--- src/rtl/body_integrator_if.sv ---
// Register-file access port used by the body integrator: multi-address read/write strobes.
// Latency: read data is returned on the cycle after the cycle in which RE is driven.
// Backpressure: none; the register file always accepts strobes.
interface body_integrator_if;
    logic [1:0]  RE;
    logic [1:0]  WE;
    logic [7:0]  ADDR1, ADDR2, ADDR3, ADDR4, ADDR5, ADDR6;
    logic [31:0] WDATA1, WDATA2, WDATA3, WDATA4, WDATA5, WDATA6;
    logic [31:0] RDATA1, RDATA2, RDATA3, RDATA4, RDATA5, RDATA6;

    modport master (
        output RE, WE,
        output ADDR1, ADDR2, ADDR3, ADDR4, ADDR5, ADDR6,
        output WDATA1, WDATA2, WDATA3, WDATA4, WDATA5, WDATA6,
        input  RDATA1, RDATA2, RDATA3, RDATA4, RDATA5, RDATA6
    );

    modport slave (
        input  RE, WE,
        input  ADDR1, ADDR2, ADDR3, ADDR4, ADDR5, ADDR6,
        input  WDATA1, WDATA2, WDATA3, WDATA4, WDATA5, WDATA6,
        output RDATA1, RDATA2, RDATA3, RDATA4, RDATA5, RDATA6
    );
endinterface

--- src/rtl/body_integrator.sv ---
// Semi-implicit Euler step over bodies 1..NUM (clamped); optional saturation via BODY_INTEGRATOR_SATURATE_EN.
// Latency: 6 cycles per body; body n written at k+6n after START at edge k, DONE at k+6*Nc+1.
// Backpressure: none; START is ignored while a pass is in progress or during RESET.
module body_integrator #(
    parameter int MAX_BODIES  = 10,
    parameter int DT_SHIFT    = 4,
    parameter int POS_BASE    = 23,
    parameter int VEL_BASE    = 53,
    parameter int ACC_BASE    = 83,
    parameter int AXIS_STRIDE = 10
) (
    input  logic       CLK,
    input  logic       RESET,
    input  logic       START,
    input  logic [6:0] NUM,
    output logic       BUSY,
    output logic       DONE,
    body_integrator_if.master bus
);

    typedef enum logic [2:0] {
        IDLE, RD_PV, CAP_PV, RD_ACC, CAP_ACC, COMPUTE, WRITE, FIN
    } state_t;

    state_t             state;
    logic [6:0]         idx;
    logic [6:0]         nc;
    logic signed [31:0] p [3];
    logic signed [31:0] v [3];
    logic signed [31:0] a [3];
    logic signed [31:0] v_new [3];
    logic signed [31:0] p_new [3];
    logic [6:0]         num_clamped;

    assign num_clamped = (NUM > 7'(MAX_BODIES)) ? 7'(MAX_BODIES) : NUM;

    function automatic logic [7:0] reg_addr(input int base, input int axis, input logic [6:0] i);
        return 8'(base + axis * AXIS_STRIDE + int'(i));
    endfunction

    function automatic logic signed [31:0] add32(input logic signed [31:0] x, input logic signed [31:0] y);
        logic signed [31:0] s;
        s = x + y;
`ifdef BODY_INTEGRATOR_SATURATE_EN
        if (x[31] == y[31] && s[31] != x[31])
            s = x[31] ? 32'sh8000_0000 : 32'sh7FFF_FFFF;
`endif
        return s;
    endfunction

    // Per-axis Euler update from the captured operands; used when leaving WRITE.
    always_comb begin
        for (int k = 0; k < 3; k++) begin
            v_new[k] = add32(v[k], a[k] >>> DT_SHIFT);
            p_new[k] = add32(p[k], v_new[k] >>> DT_SHIFT);
        end
    end

    // FSM with registered outputs: each state's strobes/addresses are registered at the edge
    // leaving that state, so they are visible during the following cycle. Read data therefore
    // arrives two states after the read state and is captured on leaving RD_ACC / COMPUTE.
    always_ff @(posedge CLK) begin
        if (RESET) begin
            state     <= IDLE;
            idx       <= 7'd1;
            nc        <= 7'd0;
            BUSY      <= 1'b0;
            DONE      <= 1'b0;
            bus.RE    <= 2'd0;
            bus.WE    <= 2'd0;
            bus.ADDR1 <= 8'd0;  bus.ADDR2 <= 8'd0;  bus.ADDR3 <= 8'd0;
            bus.ADDR4 <= 8'd0;  bus.ADDR5 <= 8'd0;  bus.ADDR6 <= 8'd0;
            bus.WDATA1 <= 32'd0; bus.WDATA2 <= 32'd0; bus.WDATA3 <= 32'd0;
            bus.WDATA4 <= 32'd0; bus.WDATA5 <= 32'd0; bus.WDATA6 <= 32'd0;
            for (int k = 0; k < 3; k++) begin
                p[k] <= 32'sd0;
                v[k] <= 32'sd0;
                a[k] <= 32'sd0;
            end
        end else begin
            bus.RE <= 2'd0;
            bus.WE <= 2'd0;
            case (state)
                IDLE: begin
                    if (START) begin
                        nc   <= num_clamped;
                        idx  <= 7'd1;
                        DONE <= 1'b0;
                        if (num_clamped == 7'd0) begin
                            state <= FIN;
                        end else begin
                            BUSY  <= 1'b1;
                            state <= RD_PV;
                        end
                    end
                end
                RD_PV: begin
                    bus.RE    <= 2'd3;
                    bus.ADDR1 <= reg_addr(POS_BASE, 0, idx);
                    bus.ADDR2 <= reg_addr(POS_BASE, 1, idx);
                    bus.ADDR3 <= reg_addr(POS_BASE, 2, idx);
                    bus.ADDR4 <= reg_addr(VEL_BASE, 0, idx);
                    bus.ADDR5 <= reg_addr(VEL_BASE, 1, idx);
                    bus.ADDR6 <= reg_addr(VEL_BASE, 2, idx);
                    state     <= CAP_PV;
                end
                CAP_PV: begin
                    state <= RD_ACC;
                end
                RD_ACC: begin
                    p[0] <= bus.RDATA1;  p[1] <= bus.RDATA2;  p[2] <= bus.RDATA3;
                    v[0] <= bus.RDATA4;  v[1] <= bus.RDATA5;  v[2] <= bus.RDATA6;
                    bus.RE    <= 2'd1;
                    bus.ADDR1 <= reg_addr(ACC_BASE, 0, idx);
                    bus.ADDR2 <= reg_addr(ACC_BASE, 1, idx);
                    bus.ADDR3 <= reg_addr(ACC_BASE, 2, idx);
                    state     <= CAP_ACC;
                end
                CAP_ACC: begin
                    state <= COMPUTE;
                end
                COMPUTE: begin
                    a[0] <= bus.RDATA1;  a[1] <= bus.RDATA2;  a[2] <= bus.RDATA3;
                    state <= WRITE;
                end
                WRITE: begin
                    bus.WE     <= 2'd3;
                    bus.ADDR1  <= reg_addr(POS_BASE, 0, idx);
                    bus.ADDR2  <= reg_addr(POS_BASE, 1, idx);
                    bus.ADDR3  <= reg_addr(POS_BASE, 2, idx);
                    bus.ADDR4  <= reg_addr(VEL_BASE, 0, idx);
                    bus.ADDR5  <= reg_addr(VEL_BASE, 1, idx);
                    bus.ADDR6  <= reg_addr(VEL_BASE, 2, idx);
                    bus.WDATA1 <= p_new[0];  bus.WDATA2 <= p_new[1];  bus.WDATA3 <= p_new[2];
                    bus.WDATA4 <= v_new[0];  bus.WDATA5 <= v_new[1];  bus.WDATA6 <= v_new[2];
                    if (idx == nc) begin
                        state <= FIN;
                    end else begin
                        idx   <= idx + 7'd1;
                        state <= RD_PV;
                    end
                end
                FIN: begin
                    BUSY  <= 1'b0;
                    DONE  <= 1'b1;
                    state <= IDLE;
                end
                default: state <= IDLE;
            endcase
        end
    end

endmodule
--- src/flat_wrapper.sv ---
// flat-port wrapper written by rule: the top's interface ports become plain ports
module body_integrator_flat 
#(
    parameter int MAX_BODIES  = 10,
    parameter int DT_SHIFT    = 4,
    parameter int POS_BASE    = 23,
    parameter int VEL_BASE    = 53,
    parameter int ACC_BASE    = 83,
    parameter int AXIS_STRIDE = 10
)
  (CLK, RESET, START, NUM, BUSY, DONE, bus_RE, bus_WE, bus_ADDR1, bus_ADDR2, bus_ADDR3, bus_ADDR4, bus_ADDR5, bus_ADDR6, bus_WDATA1, bus_WDATA2, bus_WDATA3, bus_WDATA4, bus_WDATA5, bus_WDATA6, bus_RDATA1, bus_RDATA2, bus_RDATA3, bus_RDATA4, bus_RDATA5, bus_RDATA6);
  body_integrator_if bus_i ();
  input  logic CLK;
  input  logic RESET;
  input  logic START;
  input  logic [6:0] NUM;
  output logic BUSY;
  output logic DONE;
  output wire logic [$bits(bus_i.RE)-1:0] bus_RE;
  output wire logic [$bits(bus_i.WE)-1:0] bus_WE;
  output wire logic [$bits(bus_i.ADDR1)-1:0] bus_ADDR1;
  output wire logic [$bits(bus_i.ADDR2)-1:0] bus_ADDR2;
  output wire logic [$bits(bus_i.ADDR3)-1:0] bus_ADDR3;
  output wire logic [$bits(bus_i.ADDR4)-1:0] bus_ADDR4;
  output wire logic [$bits(bus_i.ADDR5)-1:0] bus_ADDR5;
  output wire logic [$bits(bus_i.ADDR6)-1:0] bus_ADDR6;
  output wire logic [$bits(bus_i.WDATA1)-1:0] bus_WDATA1;
  output wire logic [$bits(bus_i.WDATA2)-1:0] bus_WDATA2;
  output wire logic [$bits(bus_i.WDATA3)-1:0] bus_WDATA3;
  output wire logic [$bits(bus_i.WDATA4)-1:0] bus_WDATA4;
  output wire logic [$bits(bus_i.WDATA5)-1:0] bus_WDATA5;
  output wire logic [$bits(bus_i.WDATA6)-1:0] bus_WDATA6;
  input wire logic [$bits(bus_i.RDATA1)-1:0] bus_RDATA1;
  input wire logic [$bits(bus_i.RDATA2)-1:0] bus_RDATA2;
  input wire logic [$bits(bus_i.RDATA3)-1:0] bus_RDATA3;
  input wire logic [$bits(bus_i.RDATA4)-1:0] bus_RDATA4;
  input wire logic [$bits(bus_i.RDATA5)-1:0] bus_RDATA5;
  input wire logic [$bits(bus_i.RDATA6)-1:0] bus_RDATA6;
  assign bus_RE = bus_i.RE;
  assign bus_WE = bus_i.WE;
  assign bus_ADDR1 = bus_i.ADDR1;
  assign bus_ADDR2 = bus_i.ADDR2;
  assign bus_ADDR3 = bus_i.ADDR3;
  assign bus_ADDR4 = bus_i.ADDR4;
  assign bus_ADDR5 = bus_i.ADDR5;
  assign bus_ADDR6 = bus_i.ADDR6;
  assign bus_WDATA1 = bus_i.WDATA1;
  assign bus_WDATA2 = bus_i.WDATA2;
  assign bus_WDATA3 = bus_i.WDATA3;
  assign bus_WDATA4 = bus_i.WDATA4;
  assign bus_WDATA5 = bus_i.WDATA5;
  assign bus_WDATA6 = bus_i.WDATA6;
  assign bus_i.RDATA1 = bus_RDATA1;
  assign bus_i.RDATA2 = bus_RDATA2;
  assign bus_i.RDATA3 = bus_RDATA3;
  assign bus_i.RDATA4 = bus_RDATA4;
  assign bus_i.RDATA5 = bus_RDATA5;
  assign bus_i.RDATA6 = bus_RDATA6;
  body_integrator #(.MAX_BODIES(MAX_BODIES), .DT_SHIFT(DT_SHIFT), .POS_BASE(POS_BASE), .VEL_BASE(VEL_BASE), .ACC_BASE(ACC_BASE), .AXIS_STRIDE(AXIS_STRIDE)) u_core (.CLK(CLK), .RESET(RESET), .START(START), .NUM(NUM), .BUSY(BUSY), .DONE(DONE), .bus(bus_i));
endmodule
--- config.mk ---
export PLATFORM = sky130hd
export DESIGN_NAME = body_integrator_flat
export DESIGN_NICKNAME = d
export VERILOG_FILES = /design/src/rtl/body_integrator_if.sv /design/src/rtl/body_integrator.sv /design/src/flat_wrapper.sv
export SDC_FILE = /design/constraint.sdc
export NUM_CORES = 1
export LEC_CHECK = 0
export ABC_AREA = 1
export BUFFER_PORTS_ARGS = -buffer_cell sky130_fd_sc_hd__buf_2
export CORE_MARGIN = 2
export CORE_UTILIZATION = 50
export DETAILED_ROUTE_END_ITERATION = 7
export GPL_TIMING_DRIVEN = 0
export HOLD_SLACK_MARGIN = 0.03
export PLACE_DENSITY = 0.71
export SLEW_MARGIN = 20
export SYNTH_ARGS = -nofsm -noshare
export SYNTH_HDL_FRONTEND = slang
export SYNTH_SLANG_ARGS = --single-unit
export TNS_END_PERCENT = 100
--- constraint.sdc ---
create_clock -name CLK -period 9.4 [get_ports CLK]
set_input_delay 2.82 -clock CLK [delete_from_list [all_inputs] [get_ports CLK]]
set_output_delay 2.82 -clock CLK [all_outputs]
set_load 0.05 [all_outputs]
==> summary.md <==
| Metric | Value |
|---|---|
| Status | finished, final reports clean |
| R2r worst-path depth | 22 |
| Setup crit end kind | register |
| Clk root buf | clkbuf_16 |
| Worst r2r src | u_core.v[0][64] |
| Wire length per cell | between 20 and 25 µm |
| Worst-margin pin slew | roughly 1200 ps |
| Skew-Pair Late Insertion Delay | ~660 ps |
| Cells along the critical path | buf_2 -> clkinv_1 -> clkbuf_1 -> clkbuf_1 -> nand2_4 -> buf_12 -> buf_16 |
| Port bufs | about 450 |
| Cts repair resizes | 0 |
| RSZ-0062 raised after global routing | no |
| Hold path startpoint | u_core.nc[5] |
| Post-Route WL | 113 mm |
| Core Area | approximately 0.063 mm² |
| Final Hold Vio Count | 0 |
| Min Tclk post-route | 5460 ps |
| Total negative slack | 0 ps |
| Worst EP required | 9750 ps |
| Grt total ovfl | 0 |
| Synth Register Bits | around 530 |
| Count leader, synth | nand2_1 |
| Drt drc | 0 |
| Ys Warns | 0 |
| Clock Sinks | about 530 |
| Final Max Slew Viols | 0 |
| Slew HR | about a fifth |
| Final Setup Violations | 0 |
| DIE HEIGHT | 256 µm |
| Leakage | roughly 0.019 µW |
| Via count of the first global-routing pass | 28200 |
| Die width | approximately 260 µm |
| Syn Nets | 4530 |
| Hold Crit Depth | 2 |
| Cell type with the largest total area after synthesis | edfxtp_1 |
| CTS tree | built |
| Hold EP | u_core.nc[5] |
| Power Dens Cells | between 150 and 200 mW/mm² |
| Setup crit start | RESET |
| N_diodes | 0 |
| Reg-to-reg endpoint | u_core.bus.WDATA3[30] |
| Crit start category | input pin |
| Fill count | about 5900 |
| Synth Area per Inst | 7.67 µm² |
| First-pass GRT wire length | around 170 mm |
| Crit Path Class | input pin to register |
| CP max stage delay | roughly 950 ps |
| Final core occ | about three fifths |
| Pre-CTS WS | roughly 3400 ps |
| Largest net degree at the start of global routing | 55 |
| CTS Hold Bufs | 0 |
| DRT iter0 DRCs | 2737 |
| Max cap viols | 0 |
| Tcrit/Tclk final | between 50% and 60% |
| Length of the first detailed-routing pass in iterations | 6 |
| Mapped Area | between 0.03 and 0.04 mm² |
| Routed via count | 29700 |
| Num rows | 92 |
| Worst VDD drop | between 150 and 200 µV |
| Commonest cells in the netlist | 772 x nand2_1, 644 x inv_1, 587 x nor2_1, 280 x a21oi_1, 276 x edfxtp_1 |
| Clk_skew | roughly 31 ps |
| Fin cells | about 5500 |
| Clk buf depth | 3 |
| Synthesized instance count | slightly above 4000 |
| Reg-to-reg slack, setup | approximately 5000 ps |
| Top post-synthesis cells by area | edfxtp_1 26%, dfxtp_1 16%, nand2_1 9.2% |
| Post-synthesis sequential area ratio | between 40% and 50% |
| Buf/Inv on CP | 6 |
| Share of flip-flops with an asynchronous set or reset | 0% |
| Final ANT Viol Nets | 0 |
| Final Wtd Congestion | 0.977 |
| Vias/cell | 5.36 |
| Post-synth top area share | 26.2% |
| CP delay by family, top | buffers and inverters |
| Initial Util | around 50% |
| CP max-delay cell | clkbuf_1 |
| Final worst setup slack | 3940 ps |
| WP data arrival | slightly below 6000 ps |
| Total track usage | roughly a third |
| Synth Flop Type | edfxtp_1 |
| Crit path top cell by count | clkbuf_1 |
| Syn-to-layout area delta | 18.0% |
| Placed Instances | 5428 |
| Layout cells sized above 1 | between 10% and 20% |
| CTS H-tree depth | 2 |
| Nets | approximately 5000 |
| Die area | roughly 0.065 mm² |
| Clock slew at reported path FFs | about 60 ps |
| CP max FO | 51 |
| Num CTS Buffers | 59 |
| Detailed placement HPWL | between 90 and 100 mm |
| Synth cell types | 56 |
| Worst Hold Class | register to register |
| Setup Buffers After CTS | 0 |
| Initial antenna violation count | 4 |
| EDFF count, synth | around 280 |
| Fmax | ~0.18 GHz |
| IO Count | 448 |
[layout make-up]
type	instances	area [µm²]	share of cell area, %
flip-flops and latches	532	13400	35.9
inverters	661	2480	6.65
well taps	846	1060	2.83
clock inverters	35	467	1.25
multi-input cells	2813	15200	40.8
repair buffers	458	2510	6.73
clock buffers	76	1640	4.40
plain buffers	118	520	1.39
[how the worst max path moves through the flow]
stage | slack [ps] | end | depth (start not counted)
floorplan | 1230 | u_core.p[0][0] | 4
global placement | -2610 | u_core.v[0][87] | 5
detailed placement | 3440 | u_core.p[0][88] | 7
CTS | 4100 | u_core.v[0][88] | 7
global route | 3990 | u_core.p[0][87] | 7
finish | 3940 | u_core.p[0][87] | 7
[through the flow]
stage | hold WS, ps | power [µW] | instance area (µm²)
after CTS | 443 | 6430 | 37300
final | 443 | 6420 | 37300
after global routing | 471 | 6660 | 37300
after floorplan | 422 | 3500 | 31600
after detailed placement | 434 | 3910 | 35200
after global placement | 428 | 3910 | 34900
[cell families after synthesis]
kind of cell | after synthesis | synth area share (%)
buf+inv | 779 | 9.48
simple gates | 1661 | 21.3
xor+xnor | 124 | 3.43
fa+ha+maj | 204 | 8.21
flops | 532 | 42.4
compound gates | 824 | 15.2
[cells in the final DEF (no fill, tap or decap), types with 62 or more instances in the layout]
master	netlist	routed
dfxtp_1	256	256
nand3_1	181	181
inv_1	644	644
o21bai_1	80	80
clkbuf_1	79	83
edfxtp_1	276	276
a21oi_1	280	280
nor2_1	587	587
ha_1	198	198
buf_2	28	475
xor2_1	94	94
nand2_1	772	771
o21ai_0	236	235
o21ai_1	62	62
[state kept, by name, summed over array words and instances, names as in the netlist, 8 cells and up]
signal,count
u_core.bus.WDATA1,32
u_core.bus.WDATA5,32
u_core.bus.WDATA3,32
u_core.bus.ADDR3,8
u_core.p,96
u_core.bus.WDATA4,32
u_core.bus.WDATA2,32
u_core.v,96
u_core.bus.ADDR6,8
u_core.a,84
u_core.bus.WDATA6,32
[layer usage]
layer	routed length, µm	global-route usage, %	up-vias
li1	-	-	14500
met1	48000	44.7	13800
met2	51700	56.0	1152
met3	8850	5.90	218
met4	4310	11.9	0
met5	0	0	-
[worst reg2reg max path: cells and delay by family (launching register included)]
family                     cells  cell delay [ps]
adders and majority gates      3             1010
AOI/OAI and AO/OA              5              980
DFF                            1              330
buffers and inverters          5              380
and+or+nand+nor                8              990
xor gates and xnor gates       1              690
[where the power goes]
group / leakage, µW / total [µW] / internal (µW) / switching [µW]
registers: 0.00493 / 2560 / 2520 / 43.0
logic: 0.0135 / 1320 / 407 / 917
clock network: 0.00105 / 2540 / 1490 / 1040
Power figures use the tool's default switching activity.
